### src/rtl/mod_counter.sv
// Modulo-(limit+1) up/down counter with parallel load, terminal-count pulse and sticky overflow.
// Define MOD_COUNTER_SAT_EN to make the counter saturate at its bounds instead of wrapping.
module mod_counter #(
    parameter int          WIDTH     = 8,
    parameter int unsigned RESET_VAL = 0
) (
    input  logic             clk,
    input  logic             rst,
    input  logic             en,
    input  logic             up,
    input  logic             load,
    input  logic [WIDTH-1:0] din,
    input  logic [WIDTH-1:0] limit,
    input  logic             clr_ovf,
    output logic [WIDTH-1:0] count,
    output logic             tc,
    output logic             ovf
);

    localparam logic [WIDTH-1:0] RST_CNT = WIDTH'(RESET_VAL);

    logic [WIDTH:0]   step;
    logic [WIDTH-1:0] load_val;
    logic             ovf_set;

    // A load value above the terminal value is clamped so count never leaves 0..limit.
    function automatic logic [WIDTH-1:0] clamp_load(input logic [WIDTH-1:0] d,
                                                    input logic [WIDTH-1:0] lim);
        clamp_load = (d > lim) ? lim : d;
    endfunction

    // Returns {hit, next}; hit drives tc and sets the sticky flag.
    function automatic logic [WIDTH:0] count_up(input logic [WIDTH-1:0] c,
                                                input logic [WIDTH-1:0] lim);
        logic [WIDTH-1:0] n;
        logic             hit;
`ifdef MOD_COUNTER_SAT_EN
        if (c < lim) begin
            n   = c + WIDTH'(1);
            hit = (n == lim);
        end else begin
            n   = lim;
            hit = 1'b1;
        end
`else
        if (c < lim) begin
            n   = c + WIDTH'(1);
            hit = 1'b0;
        end else begin
            n   = '0;
            hit = 1'b1;
        end
`endif
        count_up = {hit, n};
    endfunction

    // A count left above a lowered limit snaps back to limit without counting as a wrap.
    function automatic logic [WIDTH:0] count_dn(input logic [WIDTH-1:0] c,
                                                input logic [WIDTH-1:0] lim);
        logic [WIDTH-1:0] n;
        logic             hit;
        if (c > lim) begin
            n   = lim;
            hit = 1'b0;
        end else if (c == '0) begin
`ifdef MOD_COUNTER_SAT_EN
            n   = '0;
`else
            n   = lim;
`endif
            hit = 1'b1;
        end else begin
            n = c - WIDTH'(1);
`ifdef MOD_COUNTER_SAT_EN
            hit = (n == '0);
`else
            hit = 1'b0;
`endif
        end
        count_dn = {hit, n};
    endfunction

    always_comb begin
        step     = up ? count_up(count, limit) : count_dn(count, limit);
        load_val = clamp_load(din, limit);
        ovf_set  = !load && en && step[WIDTH];
    end

    // Output register stage: single-cycle latency, load beats enable.
    always_ff @(posedge clk) begin
        if (!rst) begin
            count <= RST_CNT;
            tc    <= 1'b0;
            ovf   <= 1'b0;
        end else begin
            if (load) begin
                count <= load_val;
                tc    <= 1'b0;
            end else if (en) begin
                count <= step[WIDTH-1:0];
                tc    <= step[WIDTH];
            end else begin
                tc    <= 1'b0;
            end
            ovf <= ovf_set | (ovf & ~clr_ovf);
        end
    end

endmodule

### config.mk
export PLATFORM = sky130hd
export DESIGN_NAME = mod_counter
export DESIGN_NICKNAME = d
export VERILOG_FILES = /design/src/rtl/mod_counter.sv
export SDC_FILE = /design/constraint.sdc
export NUM_CORES = 1
export LEC_CHECK = 0
export ABC_AREA = 1
export CAP_MARGIN = 5
export CORE_MARGIN = 1.5
export CORE_UTILIZATION = 50
export CTS_BUF_LIST = sky130_fd_sc_hd__clkbuf_2 sky130_fd_sc_hd__clkbuf_4 sky130_fd_sc_hd__clkbuf_8
export CTS_CLUSTER_SIZE = 20
export DETAILED_ROUTE_END_ITERATION = 12
export PLACE_DENSITY_LB_ADDON = 0.25
export SETUP_SLACK_MARGIN = 0.2
export SYNTH_ARGS = -nofsm -noshare
export SYNTH_HDL_FRONTEND = slang
export SYNTH_SLANG_ARGS = --single-unit
### constraint.sdc
create_clock -name clk -period 1.9 [get_ports clk]
set_clock_uncertainty 0.1 [all_clocks]
set_input_delay 0.285 -clock clk [delete_from_list [all_inputs] [get_ports clk]]
set_output_delay 0.285 -clock clk [all_outputs]
set_load 0.02 [all_outputs]
Yosys cells after proc, flatten, opt, wreduce, memory -nomap -nowiden
Cells that the tools add are included.
{"block": "word_totals", "register_bits": 10, "inputBits": 22, "out_inout_bits": 10, "wordCells": 29}
{"block": "classes", "n_addsub": 2, "n_lt_le_gt_ge": 3, "muxes": 10, "bitwise_logic": 5, "n_reduce_logical": 6}
{"cell": "8-bit two-way mux", "count": 6}
{"cell": "8-bit > comparator", "count": 2}
{"cell": "9-bit two-way mux", "count": 1}
{"cell": "8-bit by 1-bit adder with 8-bit output, second input constant", "count": 1}
{"cell": "8-bit logical NOT", "count": 1}
{"cell": "8-bit less-than comparator", "count": 1}
{"cell": "8-bit by 1-bit subtractor with 8-bit output, second input constant", "count": 1}
{"cell": "1-bit two-way mux", "count": 3}
{"cell": "1-bit NOT", "count": 3}
{"cell": "3-bit OR reduction", "count": 1}
{"cell": "1-bit logical AND", "count": 2}
{"cell": "2-bit nonzero test", "count": 1}
{"cell": "1-bit AND", "count": 1}
{"cell": "1-bit logical NOT", "count": 1}
{"cell": "1-bit OR", "count": 1}

Longest topological paths before layout
Gate-level depths: netlist of run 1.
{"block": "logic_depth", "ltp_word": 6, "ltp_mapped": 17, "ltp_nobuf": 17}

Worst setup path after synthesis of run 1
OpenSTA, ideal clock, no wires.
{"block": "synth_path", "path_kind": "reg2reg", "start": "register count[7]", "end": "register count[6]", "setup_ns": 0.112, "arrival_time_ns": 1.698, "required_ns": 1.688, "slack_ns": -0.010, "path_stages_with_launch": 13, "n_path_buf": 0, "period_less_slack_ns": 1.910, "cell_sequence": "dfxtp_1 ha_1 a21o_1 nor2_1 nand2_1 nand2_4 nand2_2 inv_2 nand3_1 nand2_1 nand2_1 nand2_1 nand2_1"}
{"block": "synth_between", "elab_chain_len": 6, "elab_cells_between_ends": 9, "cone_classes": "order compare: 2; mux: 6; reduce/logical: 1"}
{"element": "start: declaration", "line": "15", "rtl": "output logic [WIDTH-1:0] count,"}
{"element": "start signal: assignment", "line": "97", "rtl": "count <= load_val;"}
{"element": "start signal: assignment", "line": "100", "rtl": "count <= step[WIDTH-1:0];"}
{"element": "parallel branches: the longest is 3 deep, another holds 8-bit > comparator"}
{"element": "9-bit two-way mux *", "line": "84", "rtl": "step = up ? count_up(count, limit) : count_dn(count, limit);"}
{"element": "8-bit two-way mux *", "line": "99", "rtl": "end else if (en) begin"}
{"element": "8-bit two-way mux *", "line": "96", "rtl": "if (load) begin"}
Every way passes the cells marked *. The select of a mux whose other input is x is not followed.
A chain may end at the register's enable or synchronous reset.

Final worst setup path of run 1
{"block": "layout_path", "start": "register count[1]", "end": "register count[3]"}
{"block": "layout_between", "elab_chain_len": 6, "elab_cells_between_ends": 11, "cone_classes": "add/sub: 2; order compare: 2; mux: 6; reduce/logical: 1"}
{"element": "8-bit by 1-bit subtractor with 8-bit output or 8-bit logical NOT (tied branches)", "line": "73, 65"}
{"element": "8-bit two-way mux", "line": "65", "rtl": "end else if (c == '0) begin"}
{"element": "8-bit two-way mux", "line": "62", "rtl": "if (c > lim) begin"}
{"element": "9-bit two-way mux *", "line": "84"}
{"element": "8-bit two-way mux *", "line": "99"}
{"element": "8-bit two-way mux *", "line": "96"}
Mark *: on every way between the ends. The rest lies on a longest branch, timed or not. The select of a mux whose other input is x is not followed.

==> results of run 1 <==
==> final timing paths <==
kind              slack [ns]  cells after the start        to
hold reg to reg         0.38                      2       ovf
setup / recovery       -0.15                     14  count[3]
setup reg to reg       -0.15                     14  count[3]
hold / removal          0.38                      2       ovf
==> cell type report <==
class | count | area [µm²] | area share (%)
tap | 31 | 38.8 | 1.59
inverter | 34 | 138 | 5.63
multi-input combinational | 203 | 1440 | 59.0
sequential | 10 | 228 | 9.31
timing repair buffer | 65 | 562 | 23.0
clock buffer | 4 | 36.3 | 1.48
==> cell families (layout without fill, tap and decap cells) <==
family | Yosys count | in the layout | synth area share [%]
simple gates | 133 | 133 | 42.7
compound gates | 45 | 45 | 15.7
buf+inv | 36 | 103 | 8.99
fa+ha+maj | 19 | 19 | 15.8
flops | 10 | 10 | 13.3
xor+xnor | 6 | 6 | 3.49
==> Yosys cell counts, drive strengths merged <==
| cell | n |
|---|---|
| a21o | 1 |
| a21oi | 17 |
| clkbuf | 2 |
| dfxtp | 10 |
| ha | 19 |
| inv | 34 |
| nand2 | 91 |
| nand3 | 16 |
| nand4 | 4 |
| nor2 | 18 |
| nor3 | 4 |
| o21a | 1 |
| o21ai | 25 |
| o21bai | 1 |
| xnor2 | 1 |
| xor2 | 5 |
==> power groups by stage <==
stage	Sequential, µW	Combinational, µW	Clock (µW)
finish	261	1030	200
global placement	260	726	0
detailed placement	261	736	0
floorplan	298	454	0
CTS	258	819	202
global route	264	1090	212
==> per-stage QoR <==
step           hold WS [ns]  instance area (µm²)  cells
2_1_floorplan         0.348                 1540    249
3_3_place_gp          0.359                 2070    333
3_5_place_dp          0.362                 2070    333
4_1_cts               0.376                 2310    344
5_1_grt               0.403                 2440    347
6_report              0.377                 2440    347
==> registers in the layout (all words and copies together) (netlist names) <==
register,count
tc,1
count,8
ovf,1
==> layer usage <==
| metal | GRT usage (%) | vias to the layer above | part of all wire (%) |
|---|---|---|---|
| li1 | - | 947 | - |
| met3 | 7.14 | 59 | 11 |
| met5 | 0 | - | 0 |
| met4 | 15.3 | 0 | 6.5 |
| met1 | 41.2 | 982 | 36 |
| met2 | 60.2 | 204 | 47 |
==> worst register-to-register path: stages (launching register included) <==
cell     delay [ns]
dfxtp_4        0.38
ha_4           0.28
nand2_2        0.05
nand2_1        0.07
nand2_1        0.06
nand2_1        0.11
nand2_2        0.10
nand2_4        0.12
nand2_8        0.09
buf_6          0.15
o21ai_2        0.13
nand2_1        0.10
nand2_1        0.09
nand2_1        0.06
nand2_1        0.09
==> repair_timing <==
item                                    CTS  global route
pin swaps                                22            23
buffers inserted                          7             3
endpoints found under the setup margin   15            10
resized for setup                        67            30
==> metrics.yaml, run 1 <==
worstPathArrival_ns: 2.16
drtAntennaViolNets: 0
syn_nets: 290
worst-path-buf-inv: 1
drive_above_1_share_pct: 38.9
syn_area_um2: 1500
path_class: "reg2reg"
cts.htree.levels: 1
finalSetupViolations: 7
layout_common_cells: "nand2_1 (72), buf_4 (29), dlygate4sd2_1 (19), inv_1 (17), inv_2 (15)"
fmax_mhz: 488
initial_utilization_pct: 53.6
coreArea_um2: 2810
max-vdd-ir-drop_mv: 0.454
area_growth_pct: 62.6
grt.overflow.total: 0
die-height_um: 57.8
ys_warn_count: 0
yosysTopAreaCell: "nand2_1"
via_count: 2192
gp_congestion: 0.856
clkTransAtPathRegs_ns: 0.07
drv_cap: 0
crit_family: "simple AND/OR/NAND/NOR gates"
totalNegativeSetupSlack_ns: -0.604
critPathSlowestCell: "dfxtp_4"
cts_buffer_depth: 2
cts_hold_buf: 0
swShare_pct: 49.1
worstPathRequired_ns: 2.02
drtIter0Drc: 257
synth-seq-cells: 10
syn_avg_cell_area_um2: 6.04
critPathLaunch: "count[1]"
crit_chain: "ha_4, nand2_2, nand2_1, nand2_1, nand2_1, nand2_2, nand2_4, nand2_8, buf_6, o21ai_2, nand2_1, nand2_1, nand2_1, nand2_1"
ys_seq_area_share_pct: 13.3
die_w_um: 57.8
leakage_uw: 0.00121
clock-sinks: 10
synth_cell_types: 28
dp_slack_ns: -0.489
p_switching_uw: 735
die_area_um2: 3350
syn_inst: 249
cts_root_buffer: "clkbuf_4"
synthTopCellsByArea: "nand2_1 (21%), ha_1 (16%), dfxtp_1 (13%), inv_1 (7.0%), o21ai_1 (6.7%)"
holdCritPathClass: "reg2reg"
grt_antenna_before_repair: 0
nNetsFinal: 358
violations: "DRC, setup timing"
cts_buffers: 3
dp_hpwl_um: 3510
startpoint_type: "flop"
crit_top_cell: "nand2_1"
drtPass1Iterations: 9
drc: 1
slew_viol_final: 0
fin_crit_sh_pct: 108
via_per_inst: 6.32
wl_per_cell_um: 19.5
track_usage_pct: 34.7
worstHoldStart: "ovf"
clkLatencyLatePin_ns: 0.28
crit_path_end_kind: "flop"
antenna_cells: 0
slew-limit-headroom_pct: 63.9
rows: 19
grt_max_degree: 10
status: "finished, violations left"
fin_ws_ns: -0.148
utilization_pct: 87.2
critical_path.max_fanout: 6
worst_slew_pin_slew_ns: 0.540
rsz0062_at_grt: "true"
combPwrFrac_pct: 69.1
cp_slowest_stage_delay_ns: 0.38
grt_pass1_vias: 1954
p_seq_share_pct: 17.5
synth_top_area_share_pct: 21.0
wirelength_um: 6760
n_fill_cell: 152
total_power_uw: 1500
layout_min_cycle_time_ns: 2.05
regToRegStartpoint: "count[1]"
p_int_uw: 761
clockPowerShare_pct: 13.4
design.portCount: 32
grt_pass1_wl_um: 8910
hold_violations: 0
cts_tree: "done"
io_buffers: 31
p_per_area_nw_per_um2: 612
layout_commonest_cell: "nand2_1"
(Power assumes the default switching activity.)
==> run 2, diff against run 1 <==
--- a/config.mk
+++ b/config.mk
@@ -14,6 +14,7 @@
 export DETAILED_ROUTE_END_ITERATION = 12
 export PLACE_DENSITY_LB_ADDON = 0.25
 export SETUP_SLACK_MARGIN = 0.2
+export SKIP_CTS_REPAIR_TIMING = 1
 export SYNTH_ARGS = -nofsm -noshare
 export SYNTH_HDL_FRONTEND = slang
 export SYNTH_SLANG_ARGS = --single-unit
==> run 2 against run 1 <==
  * Critical endpoint is now count[0]
  * Global-route usage fell by 6.5 points
  * Sequential share of layout area fell by 0.15 points
  * Design area rose by 1.6%
  * Clock-buffer cell count did not move
  * Via count fell by 1.4%
  * First-iteration DRC count rose by 3.5%
  * Sequential power barely moved
  * Total power fell by 4.3%
  * Die area did not move
  * Cell count did not move
  * Critical path type unchanged
  * Largest power group unchanged
  * The run still ends with DRC, setup timing left
==> metrics.yaml, run 2 (synthesized netlist as in run 1, its figures left out) <==
crit_chain: "ha_4, a21oi_2, nor2_1, nor2_1, nand2_2, nand2_4, nand2_8, nand2_2, nand2_1, nand2_1, nand2_2, a21oi_2"
regToRegStartpoint: "count[5]"
via_count: 2162  # -1.4%
clockPowerShare_pct: 14.4  # +1.0 points
area_growth_pct: 65.1
finalSetupViolations: 6  # -1
cts_buffer_depth: 2  # unchanged
die_w_um: 57.8  # unchanged
wl_per_cell_um: 18.5  # -5.1%
grt_pass1_vias: 1657  # -15%
final_cells: 347  # unchanged
cts_root_buffer: "clkbuf_4"
worst_slew_pin_slew_ns: 0.539  # -0.00143 ns
drtIter0Drc: 266  # +3.5%
p_switching_uw: 689  # -6.2%
holdCritPathClass: "in2reg"
p_int_uw: 742  # -2.5%
slew-limit-headroom_pct: 63.9  # about the same
crit_family: "simple AND/OR/NAND/NOR gates"
dp_hpwl_um: 3510  # unchanged
worstPathArrival_ns: 2.05  # -0.11 ns
whs_ns: 0.353  # -0.0239 ns
worstHoldStart: "din[2]"
rsz0062_at_grt: "true"
fmax_mhz: 515  # +5.4%
crit_top_cell: "nand2_2"
max-vdd-ir-drop_mv: 0.482  # +6.4%
cp_slowest_stage_delay_ns: 0.37  # about the same
worstPathRequired_ns: 2.01  # about the same
worstHoldPathCells: 5  # +3
utilization_pct: 88.5  # +1.4 points
layout_commonest_cell: "nand2_1"
hold_violations: 0  # unchanged
design.portCount: 32  # unchanged
dp.cells: 333  # unchanged
rows: 19  # unchanged
initial_utilization_pct: 53.6  # unchanged
drtAntennaViolNets: 0  # unchanged
holdPathEnd: "count[2]"
cts_buffers: 3  # unchanged
r2r_slack_ns: -0.04  # +0.11 ns
combPwrFrac_pct: 67.3  # -1.8 points
regMostFlops: "count"
swShare_pct: 48.2  # -0.97 points
grt_antenna_before_repair: 0  # unchanged
antenna_cells: 0  # unchanged
startpoint_type: "flop"
violations: "DRC, setup timing"
largest_register_ff_count: 8  # unchanged
path_class: "reg2reg"
fin_ws_ns: -0.0419  # +0.106 ns
wirelength_um: 6410  # -5.1%
cts_tree: "done"
leakage_uw: 0.00138  # +14%
fin_crit_sh_pct: 102  # -5.6 points
drtPass1Iterations: 9  # unchanged
io_buffers: 31  # unchanged
gp_congestion: 0.856  # unchanged
r2r_end: "count[0]"
drv_cap: 0  # unchanged
grt.overflow.total: 0  # unchanged
nNetsFinal: 358  # unchanged
die_area_um2: 3350  # unchanged
grt_pass1_wl_um: 7330  # -18%
p_seq_share_pct: 18.4  # +0.9 points
drc: 3  # +2
layout_common_cells: "nand2_1 (75), buf_4 (30), dlymetal6s2s_1 (22), inv_1 (19), o21ai_1 (17)"
status: "finished, violations left"
grt_max_degree: 11  # +1
critPathSlowestCell: "dfxtp_4"
dp_slack_ns: -0.489  # unchanged
cts.htree.levels: 1  # unchanged
worst-path-buf-inv: 0  # -1
layout_min_cycle_time_ns: 1.94  # -0.106 ns
reg_top3: "count x8, ovf x1, tc x1"
rr_worst_depth: 12  # -2
slew_viol_final: 0  # unchanged
crit_path_end_kind: "flop"
die-height_um: 57.8  # unchanged
total_power_uw: 1430  # -4.3%
track_usage_pct: 28.2  # -6.5 points
drive_above_1_share_pct: 36.1  # -2.8 points
p_per_area_nw_per_um2: 576  # -5.8%
clock-sinks: 10  # unchanged
clkTransAtPathRegs_ns: 0.08  # about the same
via_per_inst: 6.23  # -1.4%
critical_path.max_fanout: 5  # -1
coreArea_um2: 2810  # unchanged
clkLatencyLatePin_ns: 0.28  # about the same
run 2: worst register-to-register path, delay by kind of cell (launching register included):
kind	cells	cell delay [ns]
flops	1	0.37
fa+ha+maj	1	0.23
simple gates	9	0.92
compound gates	2	0.26
run 2: final cells by class:
class / instances / area [µm²]
clock buffers: 4 / 36.3
fillers: 135 / 322
inverters: 34 / 138
multi-input cells: 204 / 1420
flip-flops and latches: 10 / 228
well taps: 31 / 38.8
repair buffers: 64 / 624
run 2: layer usage:
metal	global-route usage, %	vias up	wire [µm]
li1	-	949	-
met1	37.8	995	2360
met2	45.5	173	3010
met3	5.36	45	642
met4	9.30	0	403
met5	0	-	0
run 2: stage by stage:
step	setup TNS [ns]	cell area, µm²
2_1_floorplan	0	1540
3_3_place_gp	-4.05	2070
3_5_place_dp	-4.14	2070
4_1_cts	-1.32	2100
5_1_grt	-0.750	2480
6_report	-0.122	2480
run 2: worst max-delay path by stage:
| stage | startpoint | end | slack, ns | cells past startpoint |
|---|---|---|---|---|
| global placement | limit[6] | count[6] | -0.47 | 15 |
| floorplan | count[1] | count[6] | 0.20 | 15 |
| finish | count[5] | count[0] | -0.04 | 12 |
| global route | count[5] | count[4] | -0.13 | 13 |
| CTS | limit[5] | count[6] | -0.21 | 15 |
| detailed placement | limit[7] | count[6] | -0.49 | 14 |
run 2: power by group through the flow:
| stage | registers, µW | logic [µW] | clock network, µW |
|---|---|---|---|
| after floorplan | 298 | 454 | 0 |
| after CTS | 256 | 742 | 202 |
| after global placement | 260 | 726 | 0 |
| final | 263 | 963 | 205 |
| after detailed placement | 261 | 736 | 0 |
| after global routing | 265 | 1030 | 212 |
